`config.mk`:
```
export PLATFORM = sky130hd
export DESIGN_NAME = redirect_ctrl
export DESIGN_NICKNAME = d
export VERILOG_FILES = /design/src/rtl/redirect_ctrl.sv
export SDC_FILE = /design/constraint.sdc
export NUM_CORES = 1
export LEC_CHECK = 0
export ABC_AREA = 1
export CORE_MARGIN = 2
export CORE_UTILIZATION = 44
export DETAILED_ROUTE_END_ITERATION = 16
export PLACE_DENSITY = 0.9
export REMOVE_ABC_BUFFERS = 1
export SYNTH_ARGS = -nofsm -noshare
export SYNTH_HDL_FRONTEND = slang
export SYNTH_SLANG_ARGS = --single-unit
```
`constraint.sdc`:
```
create_clock -name Clk -period 2.7 [get_ports Clk]
set_clock_uncertainty 0.15 [all_clocks]
set_input_delay 0.54 -clock Clk [delete_from_list [all_inputs] [get_ports Clk]]
set_output_delay 0.54 -clock Clk [all_outputs]
set_load 0.01 [all_outputs]
```
`src/rtl/redirect_ctrl.sv`:
```
// redirect_ctrl
//   Central flush/redirect sequencer. Arbitrates redirect requests from the ROB
//   (reload), the execution units (branch mispredict) and BPCheck (predecode
//   fix-up). It drives the frontend/backend flush pulses and the aRAT remap
//   window, then hands exactly one redirect PC to the FTQ over valid/ready.
//
//   Sequence per accepted request: IDLE -> FLUSH -> [REMAP, ROB only] -> REDIR -> IDLE.
//   Priority for new requests is ROB > EU > BPC. In any busy state, a ROB
//   request always restarts the sequence. An EU request restarts it only if it
//   beats the held request (held BPC, or held EU with a younger index). BPC
//   requests that arrive while busy are dropped.
//
// Parameters
//   PC_W       redirect PC width
//   ROB_IDX_W  ROB index width (index ports carry one extra wrap MSB)
//   FLUSH_CYC  cycles the flush outputs stay high (>=1)
//   REMAP_CYC  cycles aRATRemapping stays high (>=1)
//
// Ports
//   Clk, Rest                      clock, synchronous active-high reset
//   ROBReload/ROBPc                ROB reload request and restart PC
//   EUMiss/EUPc/EUIdx              branch mispredict request, target, ROB index
//   BPCMiss/BPCPc                  predecode redirect request and fetch PC
//   FTQFlash..DecodeFlash          frontend flush group
//   DispathFlash..EUFlash          backend flush group
//   BackFlushAll/BackFlushIdx      whole-backend flush, or flush younger than index
//   aRATRemapping                  copy aRAT into RAT
//   RedirectValid/Pc/Ready         redirect handshake to the FTQ
//   CtrlBusy                       sequencer not idle
//   PerfRobCnt/PerfEuCnt/PerfBpcCnt  accepted-redirect counters per source
//                                    (only with REDIRECT_PERF_CNT_EN)
//
// Build option
//   REDIRECT_PERF_CNT_EN  adds three 32-bit saturating per-source redirect counters.

module redirect_ctrl #(
   parameter int unsigned PC_W      = 32,
   parameter int unsigned ROB_IDX_W = 6,
   parameter int unsigned FLUSH_CYC = 2,
   parameter int unsigned REMAP_CYC = 1
) (
   input  logic                 Clk,
   input  logic                 Rest,
   input  logic                 ROBReload,
   input  logic [PC_W-1:0]      ROBPc,
   input  logic                 EUMiss,
   input  logic [PC_W-1:0]      EUPc,
   input  logic [ROB_IDX_W:0]   EUIdx,
   input  logic                 BPCMiss,
   input  logic [PC_W-1:0]      BPCPc,
   output logic                 FTQFlash,
   output logic                 BPCheckFlash,
   output logic                 InstQueFlash,
   output logic                 DecodeFlash,
   output logic                 DispathFlash,
   output logic                 AllRSFlash,
   output logic                 EUFlash,
   output logic                 BackFlushAll,
   output logic [ROB_IDX_W:0]   BackFlushIdx,
   output logic                 aRATRemapping,
   output logic                 RedirectValid,
   output logic [PC_W-1:0]      RedirectPc,
   input  logic                 RedirectReady,
`ifdef REDIRECT_PERF_CNT_EN
   output logic [31:0]          PerfRobCnt,
   output logic [31:0]          PerfEuCnt,
   output logic [31:0]          PerfBpcCnt,
`endif
   output logic                 CtrlBusy
);

   localparam int unsigned CntMax = (FLUSH_CYC > REMAP_CYC) ? FLUSH_CYC : REMAP_CYC;
   localparam int unsigned CntW   = (CntMax < 2) ? 1 : $clog2(CntMax);
   localparam logic [CntW-1:0] FlushLoad = CntW'(FLUSH_CYC - 1);
   localparam logic [CntW-1:0] RemapLoad = CntW'(REMAP_CYC - 1);

   typedef enum logic [1:0] {StIdle, StFlush, StRemap, StRedir} state_t;
   typedef enum logic [1:0] {SrcNone, SrcRob, SrcEu, SrcBpc} src_t;

   state_t              state, nextState;
   src_t                heldSrc, nextSrc;
   logic [PC_W-1:0]     heldPc, nextPc;
   logic [ROB_IDX_W:0]  heldIdx, nextIdx;
   logic [CntW-1:0]     cnt, nextCnt;

   src_t                reqSrc;
   logic [PC_W-1:0]     reqPc;
   logic [ROB_IDX_W:0]  reqIdx;
   logic                anyReq;
   logic                euPreempt;
   logic                take;

   logic                nextFlush;
   logic                nextBackFlush;

   // a is older than b. Equal wrap bits compare directly; differing wrap
   // bits mean b has wrapped past a, so the ordering of the low bits flips.
   function automatic logic isOlder(input logic [ROB_IDX_W:0] a,
                                    input logic [ROB_IDX_W:0] b);
      if (a[ROB_IDX_W] == b[ROB_IDX_W]) begin
         return a[ROB_IDX_W-1:0] < b[ROB_IDX_W-1:0];
      end else begin
         return a[ROB_IDX_W-1:0] > b[ROB_IDX_W-1:0];
      end
   endfunction

   // Fixed-priority pick of the incoming request. This pick is also right
   // while busy: take is only raised for ROB or a preempting EU, and ROB
   // outranks EU.
   always_comb begin
      reqSrc = SrcNone;
      reqPc  = '0;
      reqIdx = '0;
      if (ROBReload) begin
         reqSrc = SrcRob;
         reqPc  = ROBPc;
      end else if (EUMiss) begin
         reqSrc = SrcEu;
         reqPc  = EUPc;
         reqIdx = EUIdx;
      end else if (BPCMiss) begin
         reqSrc = SrcBpc;
         reqPc  = BPCPc;
      end
   end

   assign anyReq    = ROBReload | EUMiss | BPCMiss;
   assign euPreempt = EUMiss && ((heldSrc == SrcBpc) ||
                                 ((heldSrc == SrcEu) && isOlder(EUIdx, heldIdx)));
   assign take      = (state == StIdle) ? anyReq : (ROBReload | euPreempt);

   // Next-state logic. A take, including a preemption, outranks all in-state
   // progress, so a preemption also cancels a handshake in the same cycle.
   always_comb begin
      nextState = state;
      nextSrc   = heldSrc;
      nextPc    = heldPc;
      nextIdx   = heldIdx;
      nextCnt   = cnt;
      if (take) begin
         nextState = StFlush;
         nextSrc   = reqSrc;
         nextPc    = reqPc;
         nextIdx   = reqIdx;
         nextCnt   = FlushLoad;
      end else begin
         unique case (state)
            StIdle: begin
               nextState = StIdle;
            end
            StFlush: begin
               if (cnt == '0) begin
                  if (heldSrc == SrcRob) begin
                     nextState = StRemap;
                     nextCnt   = RemapLoad;
                  end else begin
                     nextState = StRedir;
                  end
               end else begin
                  nextCnt = cnt - CntW'(1);
               end
            end
            StRemap: begin
               if (cnt == '0) begin
                  nextState = StRedir;
               end else begin
                  nextCnt = cnt - CntW'(1);
               end
            end
            StRedir: begin
               if (RedirectValid && RedirectReady) begin
                  nextState = StIdle;
                  nextSrc   = SrcNone;
                  nextPc    = '0;
                  nextIdx   = '0;
               end
            end
            default: begin
               nextState = StIdle;
            end
         endcase
      end
   end

   // Outputs are registered from the next state, so they line up with the
   // state they describe.
   assign nextFlush     = (nextState == StFlush);
   assign nextBackFlush = nextFlush && (nextSrc != SrcBpc);

`ifdef REDIRECT_PERF_CNT_EN
   logic accept;
   assign accept = (state == StRedir) && RedirectValid && RedirectReady && !take;
`endif

   always_ff @(posedge Clk) begin
      if (Rest) begin
         state         <= StIdle;
         heldSrc       <= SrcNone;
         heldPc        <= '0;
         heldIdx       <= '0;
         cnt           <= '0;
         FTQFlash      <= 1'b0;
         BPCheckFlash  <= 1'b0;
         InstQueFlash  <= 1'b0;
         DecodeFlash   <= 1'b0;
         DispathFlash  <= 1'b0;
         AllRSFlash    <= 1'b0;
         EUFlash       <= 1'b0;
         BackFlushAll  <= 1'b0;
         BackFlushIdx  <= '0;
         aRATRemapping <= 1'b0;
         RedirectValid <= 1'b0;
         RedirectPc    <= '0;
         CtrlBusy      <= 1'b0;
`ifdef REDIRECT_PERF_CNT_EN
         PerfRobCnt    <= '0;
         PerfEuCnt     <= '0;
         PerfBpcCnt    <= '0;
`endif
      end else begin
         state         <= nextState;
         heldSrc       <= nextSrc;
         heldPc        <= nextPc;
         heldIdx       <= nextIdx;
         cnt           <= nextCnt;
         FTQFlash      <= nextFlush;
         BPCheckFlash  <= nextFlush;
         InstQueFlash  <= nextFlush;
         DecodeFlash   <= nextFlush;
         DispathFlash  <= nextBackFlush;
         AllRSFlash    <= nextBackFlush;
         EUFlash       <= nextBackFlush;
         BackFlushAll  <= nextBackFlush && (nextSrc == SrcRob);
         BackFlushIdx  <= (nextBackFlush && (nextSrc == SrcEu)) ? nextIdx : '0;
         aRATRemapping <= (nextState == StRemap);
         RedirectValid <= (nextState == StRedir);
         RedirectPc    <= (nextState == StRedir) ? nextPc : '0;
         CtrlBusy      <= (nextState != StIdle);
`ifdef REDIRECT_PERF_CNT_EN
         // Counted only on a handshake that really completes.
         if (accept && (heldSrc == SrcRob) && (PerfRobCnt != '1)) begin
            PerfRobCnt <= PerfRobCnt + 32'd1;
         end
         if (accept && (heldSrc == SrcEu) && (PerfEuCnt != '1)) begin
            PerfEuCnt <= PerfEuCnt + 32'd1;
         end
         if (accept && (heldSrc == SrcBpc) && (PerfBpcCnt != '1)) begin
            PerfBpcCnt <= PerfBpcCnt + 32'd1;
         end
`endif
      end
   end

endmodule

```
# Word level (Yosys, flattened, before mapping)

Cells that the tools add are included.

Output and inout bits: 50
Register bits: 89

Magnitude comparators: 2
Equal/unequal tests: 13
Muxes and demuxes: 28
Add/sub/neg operators: 1
Bitwise operators: 5
Reductions and logical operators: 13

Operators with widths:

| operator            | number |
|---|---|
| $mux 32             | 6 |
| $mux 7              | 5 |
| $mux 2              | 10 |
| $eq 2x2->1 const B  | 7 |
| $eq 2x1->1 const B  | 4 |
| $pmux 2 s4          | 1 |
| $gt 6x6->1          | 1 |
| $logic_and 1x1->1   | 6 |
| $lt 6x6->1          | 1 |
| $mux 1              | 6 |
| $reduce_or 2->1     | 3 |
| $reduce_bool 2->1   | 2 |
| $or 1x1->1          | 3 |
| $logic_not 2->1     | 1 |
| $ne 2x2->1 const B  | 1 |
| $not 1->1           | 2 |
| $eq 1x1->1          | 1 |
| $logic_or 1x1->1    | 1 |
| $sub 1x1->1 const B | 1 |

# Depth between registers and ports, before layout

Gate-level depths: netlist (run 1).

Depth after elaboration: 13
Gate-level depth with buffers: 18
Gate-level depth less buffers: 16

# Worst setup path before layout (run 1)

No wires, ideal clock.

Path kind: input-to-reg
Start: input port EUIdx[5]
End: register heldPc[21]
Stages: 16
Path buffers: 2
Arrival: 1,939 ps
Slack: 485 ps
Cell sequence: ha_1 nand2_1 nor2_2 nand2_1 nand3_1 nand2_1 nand3_2 nand2_4 nand3_4 clkinv_2 buf_6 buf_12 nand3_1 nand2_1 inv_2 nor2_2

Cells in the longest elaborated chain, start to end: 8
Elaborated cells on any way between the ends: 9

Ends and longest elaborated chain:

| element                                  | RTL line | text |
|---|---|---|
| from (decl)                              | 48       | `input logic [ROB_IDX_W:0] EUIdx,` |
| $gt 6x6->1 or $lt 6x6->1 (tied branches) | 103, 101 |  |
| $mux 1 *                                 | 100      | `if (a[ROB_IDX_W] == b[ROB_IDX_W]) begin` |
| $logic_and 1x1->1 *                      | 129      | `((heldSrc == SrcEu) && isOlder(EUIdx, heldIdx)));` |
| $logic_or 1x1->1 *                       | 128      | `assign euPreempt = EUMiss && ((heldSrc == SrcBpc) \|\|` |
| $logic_and 1x1->1 *                      | 128      |  |
| $or 1x1->1 *                             | 130      | `assign take = (state == StIdle) ? anyReq : (ROBReload \| euPreempt);` |
| $mux 1 *                                 | 130      |  |
| $mux 32 *                                | 140      | `if (take) begin` |
| to (signal assigned)                     | 223      | `heldPc <= nextPc;` |
| to (decl)                                | 82       | `logic [PC_W-1:0] heldPc, nextPc;` |

Mark *: on every way between the ends. The rest lies on a longest branch, timed or not.
A chain may end at the register's enable or synchronous reset.

# Worst setup path after layout (run 1)

Start: input port EUIdx[0]
End: register heldPc[7]

The elaborated chain is that of the path after synthesis.

==> impl_results.md, run 1 <==
- Number of hold buffers added after CTS: 0
- Number of core rows: 35
- Transition time at the pin with the least slew margin: 0.487 ns
- Hold Crit Class: reg -> reg
- Worst-case setup slack after placement: -0.107 ns
- Wire length per cell: 12.6 um
- First-pass GRT wire length: 18.7 mm
- Max stage delay cell, worst path: sky130_fd_sc_hd__clkdlybuf4s50_1
- Startpoint of the most critical register-to-register path: state[0]
- Distinct cell type count of the synthesized netlist: 25
- Synth Instances: 626
- Max-slew violation total from the final report: 0
- Hold Crit Depth: 4
- Core area: 9280 um2
- Register bit total from synthesis: 89
- Die height: 102 um
- Number of optimization iterations in the first detailed-route pass: 4
- Worst Path Required: 2.83 ns
- GR Util All Layers: 0.226
- Internal power: 0.00234 W
- Worst Setup End Kind: register
- Antenna diode count: 0
- Final setup fails: 0
- Share of final-layout standard cells stronger than drive strength 1: 0.0900
- Initial antenna violation count: 0
- Share of the cycle needed by the critical path after routing: 0.919
- Commonest non-fill, non-tap cell in the layout: sky130_fd_sc_hd__clkdlybuf4s50_1
- Share of power burned in combinational logic: 0.179
- Unrepaired setup endpoints after global routing: no
- Number of buffers inserted during clock tree synthesis: 9
- Critical path class: in -> reg
- Post-Layout Inst Area: 6190 um2
- Input/output buffers: 158
- Power consumption: 0.00307 W
- Starting Density: 0.454
- Data arrival at the endpoint of the critical path: 2.61 ns
- Launch instance of the worst min-delay path: heldPc[28]
- Maximum single-stage delay on the critical path: 0.51 ns
- Average via count per standard cell: 4.79
- Startpoint class of the critical path: primary input
- Clock power frac: 0.370
- Average cell area after synthesis: 6.74 um2
- Static power due to leakage: 2.80 nW
- Clock slew seen by the registers of the worst setup and hold paths: 0.08 ns
- Buffers from clock root to sink, at most: 2
- Minimum setup slack among reg-to-reg paths: 0.49 ns
- Post-layout worst setup margin: 0.219 ns
- Chip Width: 102 um
- End point of the most critical hold path: RedirectPc[28]
- Die area: 10400 um2
- Status: completed
- Count of H-tree levels built during CTS: 3
- Resized cells post-CTS: 0
- Worst voltage drop across the vdd grid: 0.312 mV
- Hold slack: 0.383 ns
- Power per cell area: 496 nW/um2
- Final weighted congestion in routability-driven placement: 0.916
- Clock Sinks: 89
- Commonest cells after routing, fill and taps aside: sky130_fd_sc_hd__clkdlybuf4s50_1 (157), sky130_fd_sc_hd__nand2_1 (131), sky130_fd_sc_hd__nor2_1 (115)
- Cell-by-cell trace of the critical path: clkdlybuf4s50_1, inv_1, ha_1, nand2_1, inv_1, a21oi_1, nand2_1, nand3_2, nand2_4, nand3_4, buf_4, o21ai_0, nand2_1, inv_1, nor2_1
- Io pins: 159
- Period minus WS final: 2.48 ns
- Routed vias: 4341
- Switching component of the power: 0.000736 W
- CTS tree: done
- Peak fanout along the critical path: 19
- Netlist area before placement: 4220 um2
- Maximum number of pins on one net before global-route repair: 42
- # fillers: 771
- Drt drc: 0
- Remaining max-slew budget at the tightest pin: 0.675
- Final count of hold timing violations: 0
- Area delta synth->final: 46.9%
- Routed WL: 11.4 mm
- Initial DRC count: 168
- DP Wirelength: 8.52 mm
- Post-detailed-placement cell area: 5930 um2
- Number of nets in the layout: 893
- Share of power burned in registers: 0.451
- Depth of the worst register-to-register path: 10
- Congestion Overflow GR: 0
- Fmax: 0.403 GHz
- Via count of the first global-routing pass: 4310
- Antenna-violating nets left: 0
- Net Sw Frac: 0.240
- Clock insertion delay at the later pin of the skew report: 0.35 ns
- Number of setup buffers added after CTS: 0
- Number of maximum-capacitance violations: 0
- Root Buffer Master: sky130_fd_sc_hd__clkbuf_8
- Capture instance of the worst register-to-register path: heldPc[7]
- Post-synthesis sequential area ratio: 0.422
- YS warnings: 0
synthesized netlist by cell type (all sizes together):
| master | instances | share of area |
|---|---|---|
| a21oi | 2 | 0.0024 |
| a31oi | 2 | 0.0030 |
| buf | 23 | 0.036 |
| clkbuf | 16 | 0.014 |
| clkinv | 1 | 0.0012 |
| dfxtp | 89 | 0.42 |
| ha | 11 | 0.033 |
| inv | 100 | 0.089 |
| nand2 | 135 | 0.12 |
| nand3 | 50 | 0.074 |
| nand4 | 4 | 0.0059 |
| nor2 | 121 | 0.11 |
| nor3 | 2 | 0.0024 |
| o21ai | 70 | 0.083 |
through the flow:
step / util / setup TNS (ns) / std cells
2_1_floorplan: - / -9.81 / 587
3_3_place_gp: 0.639 / -1.05 / 891
3_5_place_dp: 0.639 / -6.57 / 891
4_1_cts: 0.667 / 0 / 907
5_1_grt: 0.667 / 0 / 907
6_report: 0.667 / 0 / 907
worst max-delay path: cells and delay by family:
family / cells / cell delay, ns
compound gates: 2 / 0.25
fa+ha+maj: 1 / 0.28
simple gates: 7 / 0.63
buf+inv: 5 / 0.92
power by group through the flow:
| stage | Sequential (W) | Clock (W) | Combinational, W |
|---|---|---|---|
| 2_1_floorplan | 0.00142 | 0 | 0.000241 |
| 3_5_place_dp | 0.00142 | 0 | 0.000547 |
| 6_report | 0.00139 | 0.00114 | 0.000549 |
| 3_3_place_gp | 0.00141 | 0 | 0.000525 |
| 5_1_grt | 0.00139 | 0.00122 | 0.000611 |
| 4_1_cts | 0.00139 | 0.00115 | 0.000550 |
worst max path at each step:
stage,start,end,slack (ns),cells after the start
finish,EUIdx[0],heldPc[7],0.22,15
floorplan,ROBReload,BackFlushIdx[0],-0.15,7
global placement,EUIdx[0],heldPc[28],-0.04,15
global route,EUIdx[5],heldPc[9],0.08,15
detailed placement,EUIdx[0],heldIdx[0],-0.11,16
CTS,EUIdx[0],heldIdx[1],0.23,16
registers in the layout (all words and copies together) (netlist names):
signal and cells:
EUFlash 1, BackFlushIdx 7, RedirectPc 32, state 2, RedirectValid 1, CtrlBusy 1
BackFlushAll 1, heldSrc 2, heldIdx 7, heldPc 32, aRATRemapping 1, DecodeFlash 1
cnt 1
cell families (layout without fill, tap and decap cells):
kind of cell / after synthesis / in the layout / share of synthesized area
fa+ha+maj: 11 / 11 / 0.0326
flops: 89 / 89 / 0.422
buf+inv: 140 / 292 / 0.140
compound gates: 74 / 74 / 0.0884
simple gates: 312 / 312 / 0.316
layout make-up:
type                       count  area (um2)  share of cell area
clock buffer                  12         165              0.0267
clock inverter                 4        97.6              0.0158
inverter                     101         380              0.0614
multi-input combinational    397        1850               0.299
sequential                    89        1780               0.288
tap                          129         161              0.0261
timing repair buffer         175        1750               0.283
routing by layer:
metal	track usage	wire length [um]	vias to the layer above
li1	-	-	2184
met1	0.258	4650	1975
met2	0.411	5810	161
met3	0.0431	688	21
met4	0.0974	234	0
met5	0	0	-
No activity file was read; power rests on OpenSTA's default activity.
==> run 2: changes to the inputs <==
--- a/config.mk
+++ b/config.mk
@@ -9,7 +9,7 @@
 export CORE_MARGIN = 2
 export CORE_UTILIZATION = 44
 export DETAILED_ROUTE_END_ITERATION = 16
-export PLACE_DENSITY = 0.9
+export PLACE_DENSITY = 0.92
 export REMOVE_ABC_BUFFERS = 1
 export SYNTH_ARGS = -nofsm -noshare
 export SYNTH_HDL_FRONTEND = slang
==> impl_results.md, run 2 (synthesized netlist as in run 1, its figures left out) <==
- Commonest cells after routing, fill and taps aside: sky130_fd_sc_hd__clkdlybuf4s50_1 (157), sky130_fd_sc_hd__nand2_1 (131), sky130_fd_sc_hd__nor2_1 (115)
- Wire length per cell: 11.8 um
- Chip Width: 102 um
- Number of hold buffers added after CTS: 0
- Initial DRC count: 140
- Core area: 9280 um2
- Filler-free cell count of the finished design: 906
- Root Buffer Master: sky130_fd_sc_hd__clkbuf_8
- Post-layout worst setup margin: 0.276 ns
- Share of power burned in combinational logic: 0.195
- Biggest regs: RedirectPc x32, heldPc x32
- Remaining max-slew budget at the tightest pin: 0.688
- Input/output buffers: 158
- Cell-by-cell trace of the critical path: clkdlybuf4s50_1, ha_1, nand2_1, inv_1, nand2_1, nand3_1, nand2_1, nand3_2, nand2_4, nand4_1, nand2_1, inv_2, nand2_2, buf_12, nor2_1
- Commonest non-fill, non-tap cell in the layout: sky130_fd_sc_hd__clkdlybuf4s50_1
- Share of final-layout standard cells stronger than drive strength 1: 0.0849
- Status: completed
- Switching component of the power: 0.000715 W
- Resized cells post-CTS: 0
- Fmax: 0.412 GHz
- Crit. path cell count: 15
- Starting Density: 0.454
- # fillers: 798
- Worst Path Required: 2.78 ns
- Data arrival at the endpoint of the critical path: 2.51 ns
- Worst path most repeated cell: sky130_fd_sc_hd__nand2_1
- Net Sw Frac: 0.257
- Depth of the worst register-to-register path: 11
- Average via count per standard cell: 4.60
- Clock insertion delay at the later pin of the skew report: 0.35 ns
- Period minus WS final: 2.42 ns
- Max stage delay cell, worst path: sky130_fd_sc_hd__clkdlybuf4s50_1
- Initial antenna violation count: 0
- Clock power frac: 0.308
- Routed WL: 10.7 mm
- Area delta synth->final: 45.1%
- Number of buffers inserted during clock tree synthesis: 9
- Count of H-tree levels built during CTS: 3
- Hold Crit Depth: 4
- Number of optimization iterations in the first detailed-route pass: 5
- Critical path class: in -> reg
- Die height: 102 um
- Static power due to leakage: 2.76 nW
- Share of the cycle needed by the critical path after routing: 0.898
- Unrepaired setup endpoints after global routing: no
- Clock Sinks: 89
- Hold Crit Class: reg -> reg
- Clock slew seen by the registers of the worst setup and hold paths: 0.08 ns
- Worst Setup End Kind: register
- Io pins: 159
- Power per cell area: 455 nW/um2
- Number of cells in the design after placement: 891
- Final weighted congestion in routability-driven placement: 0.884
- Number of buffer and inverter stages on the critical path: 4
- Maximum single-stage delay on the critical path: 0.43 ns
- Via count of the first global-routing pass: 4049
- Routed vias: 4172
- Transition time at the pin with the least slew margin: 0.468 ns
- Antenna-violating nets left: 0
- Share of power burned in registers: 0.498
- DP Wirelength: 7.96 mm
- First-pass GRT wire length: 17.7 mm
- Antenna diode count: 0
- Buffers from clock root to sink, at most: 2
- Maximum number of pins on one net before global-route repair: 46
- GR Util All Layers: 0.215
- CTS tree: done
- Final core utilization: 0.659
- Cell family with most CP delay: simple AND/OR/NAND/NOR gates
- Number of maximum-capacitance violations: 0
- Number of setup buffers added after CTS: 0
- Peak fanout along the critical path: 19
- Max-slew violation total from the final report: 0
- Worst voltage drop across the vdd grid: 0.239 mV
- Startpoint class of the critical path: primary input
- Final setup fails: 0
- Congestion Overflow GR: 0
- Worst-case setup slack after placement: -0.0816 ns
- Drt drc: 0
- Final count of hold timing violations: 0
- Number of nets in the layout: 893
- Number of core rows: 35
- Die area: 10400 um2
- Internal power: 0.00207 W
run 2: cell count changes in the layout (fill, tap and decap cells not counted), sizes merged:
cell	change
bufinv	-2
clkinv	+1
run 2: worst register-to-register path: stages (launching register included):
cell	delay (ns)
sky130_fd_sc_hd__dfxtp_1	0.41
sky130_fd_sc_hd__inv_1	0.11
sky130_fd_sc_hd__ha_1	0.27
sky130_fd_sc_hd__nor3_1	0.34
sky130_fd_sc_hd__nand2_4	0.12
sky130_fd_sc_hd__nand3_4	0.10
sky130_fd_sc_hd__clkinv_2	0.11
sky130_fd_sc_hd__buf_12	0.17
sky130_fd_sc_hd__nand3_1	0.07
sky130_fd_sc_hd__nand2_1	0.05
sky130_fd_sc_hd__inv_1	0.07
sky130_fd_sc_hd__nor2_1	0.05
run 2: stage by stage:
stage / total power (W) / cell area [um2] / hold WS [ns] / TNS [ns]
2_1_floorplan: 0.00166 / 4010 / 0.361 / -9.81
3_3_place_gp: 0.00195 / 5940 / 0.367 / 0
3_5_place_dp: 0.00196 / 5940 / 0.369 / -3.36
4_1_cts: 0.00281 / 6120 / 0.382 / 0
5_1_grt: 0.00293 / 6120 / 0.416 / 0
6_report: 0.00278 / 6120 / 0.380 / 0
run 2: per-layer routing:
metal / global-route usage / share of wire / up-vias
li1: - / - / 2187
met1: 0.239 / 0.41 / 1812
met2: 0.392 / 0.49 / 157
met3: 0.0568 / 0.078 / 16
met4: 0.0779 / 0.016 / 0
met5: 0 / 0 / -
run 2: final timing paths:
path / startpoint / to / slack, ns
min reg2reg: heldPc[23] / RedirectPc[23] / 0.38
max: EUIdx[5] / RedirectPc[28] / 0.28
max reg2reg: state[0] / heldPc[10] / 0.54
min: heldPc[23] / RedirectPc[23] / 0.38
run 2: power groups by stage:
stage	clock [W]	combinational, W	sequential (W)
after global placement	0	0.000534	0.00141
after global routing	0.000926	0.000612	0.00139
after detailed placement	0	0.000542	0.00142
after CTS	0.000875	0.000546	0.00139
after floorplan	0	0.000241	0.00142
final	0.000857	0.000542	0.00139
run 2: cell type report:
class	instances	area [um2]	area share
inverters	101	380	0.0621
flip-flops and latches	89	1780	0.291
multi-input cells	397	1850	0.303
repair buffers	175	1770	0.289
clock buffers	12	135	0.0221
well taps	129	161	0.0264
clock inverters	3	42.5	0.00695
==> RTL edit, RTL diff (flow settings as in run 1) <==
The 4 values of `src_t` get a one-hot encoding in 4 bits.
--- a/src/rtl/redirect_ctrl.sv
+++ b/src/rtl/redirect_ctrl.sv
@@ -75,7 +75,7 @@
    localparam logic [CntW-1:0] RemapLoad = CntW'(REMAP_CYC - 1);
 
    typedef enum logic [1:0] {StIdle, StFlush, StRemap, StRedir} state_t;
-   typedef enum logic [1:0] {SrcNone, SrcRob, SrcEu, SrcBpc} src_t;
+   typedef enum logic [3:0] {SrcNone = 4'b0001, SrcRob = 4'b0010, SrcEu = 4'b0100, SrcBpc = 4'b1000} src_t;
 
    state_t              state, nextState;
    src_t                heldSrc, nextSrc;
Behaviour: same outputs for any inputs over 10 cycles, from zero or initial values; not proved beyond that.
==> RTL edit against run 1 <==
- worst setup slack got worse by 0.16 ns
- sequential cell count is 2 higher
- combinational power is 14% higher
- power fell by 3.2%
- routed wire length is 9.0% higher
- cell area rose by 0.10%
- sequential power increased by 3%
- area after synthesis is 1.1% lower
- clock power decreased by 19%
- fmax down 5.9%
==> RTL edit: results <==
group,metric,value,unit
cts,clock_path_buffers,2,
placed_design,place_ws,-0.254,ns
placed_design,place.gp.congestion,0.981,
power_and_ir_drop,power.leakage,2.76,nW
placed_design,dpl.hpwl,9.21,mm
cts,cts_htree_levels,3,
yosys,ys_warn_count,0,
cells_and_area,layout.nets,877,
yosys,synthTopCellsByCount,"187 x nand2_1, 93 x nor2_1, 91 x dfxtp_1, 64 x nand3_1, 50 x inv_1",
sta,relSlewSlack,64.4,%
sta,hold_ws,0.383,ns
sta,setup_ws,0.0623,ns
drt,vias,4402,
global_routing,grtUsageTotal,24.0,%
cells_and_area,num_antenna_cells,0,
yosys,ys_types,29,
drt,initialDrtViolationCount,187,
cells_and_area,n_fill_cell,777,
setup_path,cp_max_fo,7,
global_routing,grt_pass1_wl,19.3,mm
global_routing,grt_pass1_vias,4294,
global_routing,grt_max_degree,28,
cts,cts-buffers-inserted,9,
drt,route.detailed.drc,0,
setup_path,arrival,2.78,ns
cts,cts_setup_buffers,0,
run_status,status,"finished clean",
yosys,synth_seq_area_share,43.7,%
yosys,syn_area_per_cell,7.00,sq um
cells_and_area,reg_top3,"RedirectPc: 32 flops, heldPc: 32 flops",
cts,clkTransAtPathRegs,0.08,ns
yosys,yosys-top-cells-area,"dfxtp_1 44%, nand2_1 17%, nor2_1 8.4%",
drt,drt_pre_antenna_iters,6,
placed_design,placed_cells,874,
setup_path,cpPeakStageDelay,0.48,ns
worst_hold_path,hp-class,"flop to flop",
cells_and_area,stdcell_count,891,
global_routing,antenna_found_initial,0,
power_and_ir_drop,peakVddDrop,0.000257,V
cells_and_area,drive_gt1_share,11.4,%
setup_path,rrSetupSlack,0.27,ns
drt,avgRoutedWirePerCell,13.9,microns
cts,cts_root_buf,"clkbuf_8",
## RTL edit: cell types whose count changed in the layout (fill, tap and decap cells not counted), sizes merged, moves of 5 or more
cell | run 1 | this run
a22oi | 0 | 5
buf | 18 | 27
inv | 100 | 62
nand2 | 135 | 194
nand3 | 50 | 74
nor2 | 121 | 95
o21ai | 70 | 17
## RTL edit: layout make-up
class | instances | share of cell area, %
Inverter | 63 | 3.81
Clock inverter | 4 | 0.807
Sequential cell | 91 | 29.4
Clock buffer | 12 | 2.34
Multi-Input combinational cell | 408 | 32.0
Tap cell | 129 | 2.60
Timing Repair Buffer | 184 | 29.1
## RTL edit: cells by family (layout without fill, tap and decap cells)
| family | after synthesis | in the layout | share of synthesized area [%] |
|---|---|---|---|
| AOI/OAI and AO/OA | 30 | 30 | 4.47 |
| buffers and inverters | 98 | 263 | 11.1 |
| adders and majority gates | 11 | 11 | 3.30 |
| and+or+nand+nor | 366 | 367 | 37.5 |
| DFF | 91 | 91 | 43.7 |
## RTL edit: path summary, 6_finish.rpt
path                         start                         end  depth (start not counted)
max                       EUIdx[1]  BackFlushIdx[6]$_SDFF_PP0_                         18
max reg2reg  heldIdx[5]$_SDFF_PP0_  BackFlushIdx[6]$_SDFF_PP0_                         18
min reg2reg  heldPc[25]$_SDFF_PP0_       heldPc[25]$_SDFF_PP0_                          4
min          heldPc[25]$_SDFF_PP0_       heldPc[25]$_SDFF_PP0_                          4
## RTL edit: power by group
part / internal, mW / switching (mW) / leakage, nW
Combinational: 0.315 / 0.309 / 1.92
Clock: 0.453 / 0.466 / 0.0926
Sequential: 1.40 / 0.0277 / 0.743
Total: 2.17 / 0.803 / 2.76
## RTL edit: layer usage
metal	GRT usage, %	routed length (microns)	vias up
met4	9.04	339	0
li1	-	-	2154
met3	6.97	1060	44
met1	25.7	4640	1994
met5	0	0	-
met2	44.3	6370	210
## RTL edit: repair_timing
item | in CTS | in global routing
hold endpoints to repair | 0 | 0
gates resized for setup | 0 | 16
setup endpoints to repair | 0 | 13
## RTL edit: metrics by stage
stage	utilization, %	instance area (sq um)	total power [mW]
global placement	64.0	5910	2.03
detailed placement	64.0	5910	2.06
global route	67.1	6200	3.11
finish	67.1	6200	2.97
floorplan	-	3950	1.72
CTS	66.1	6110	2.96
## RTL edit: worst max-delay path, delay by kind of cell
kind          cells  cell delay (ns)
simple gates     16             1.45
buf+inv           1             0.48
fa+ha+maj         1             0.31
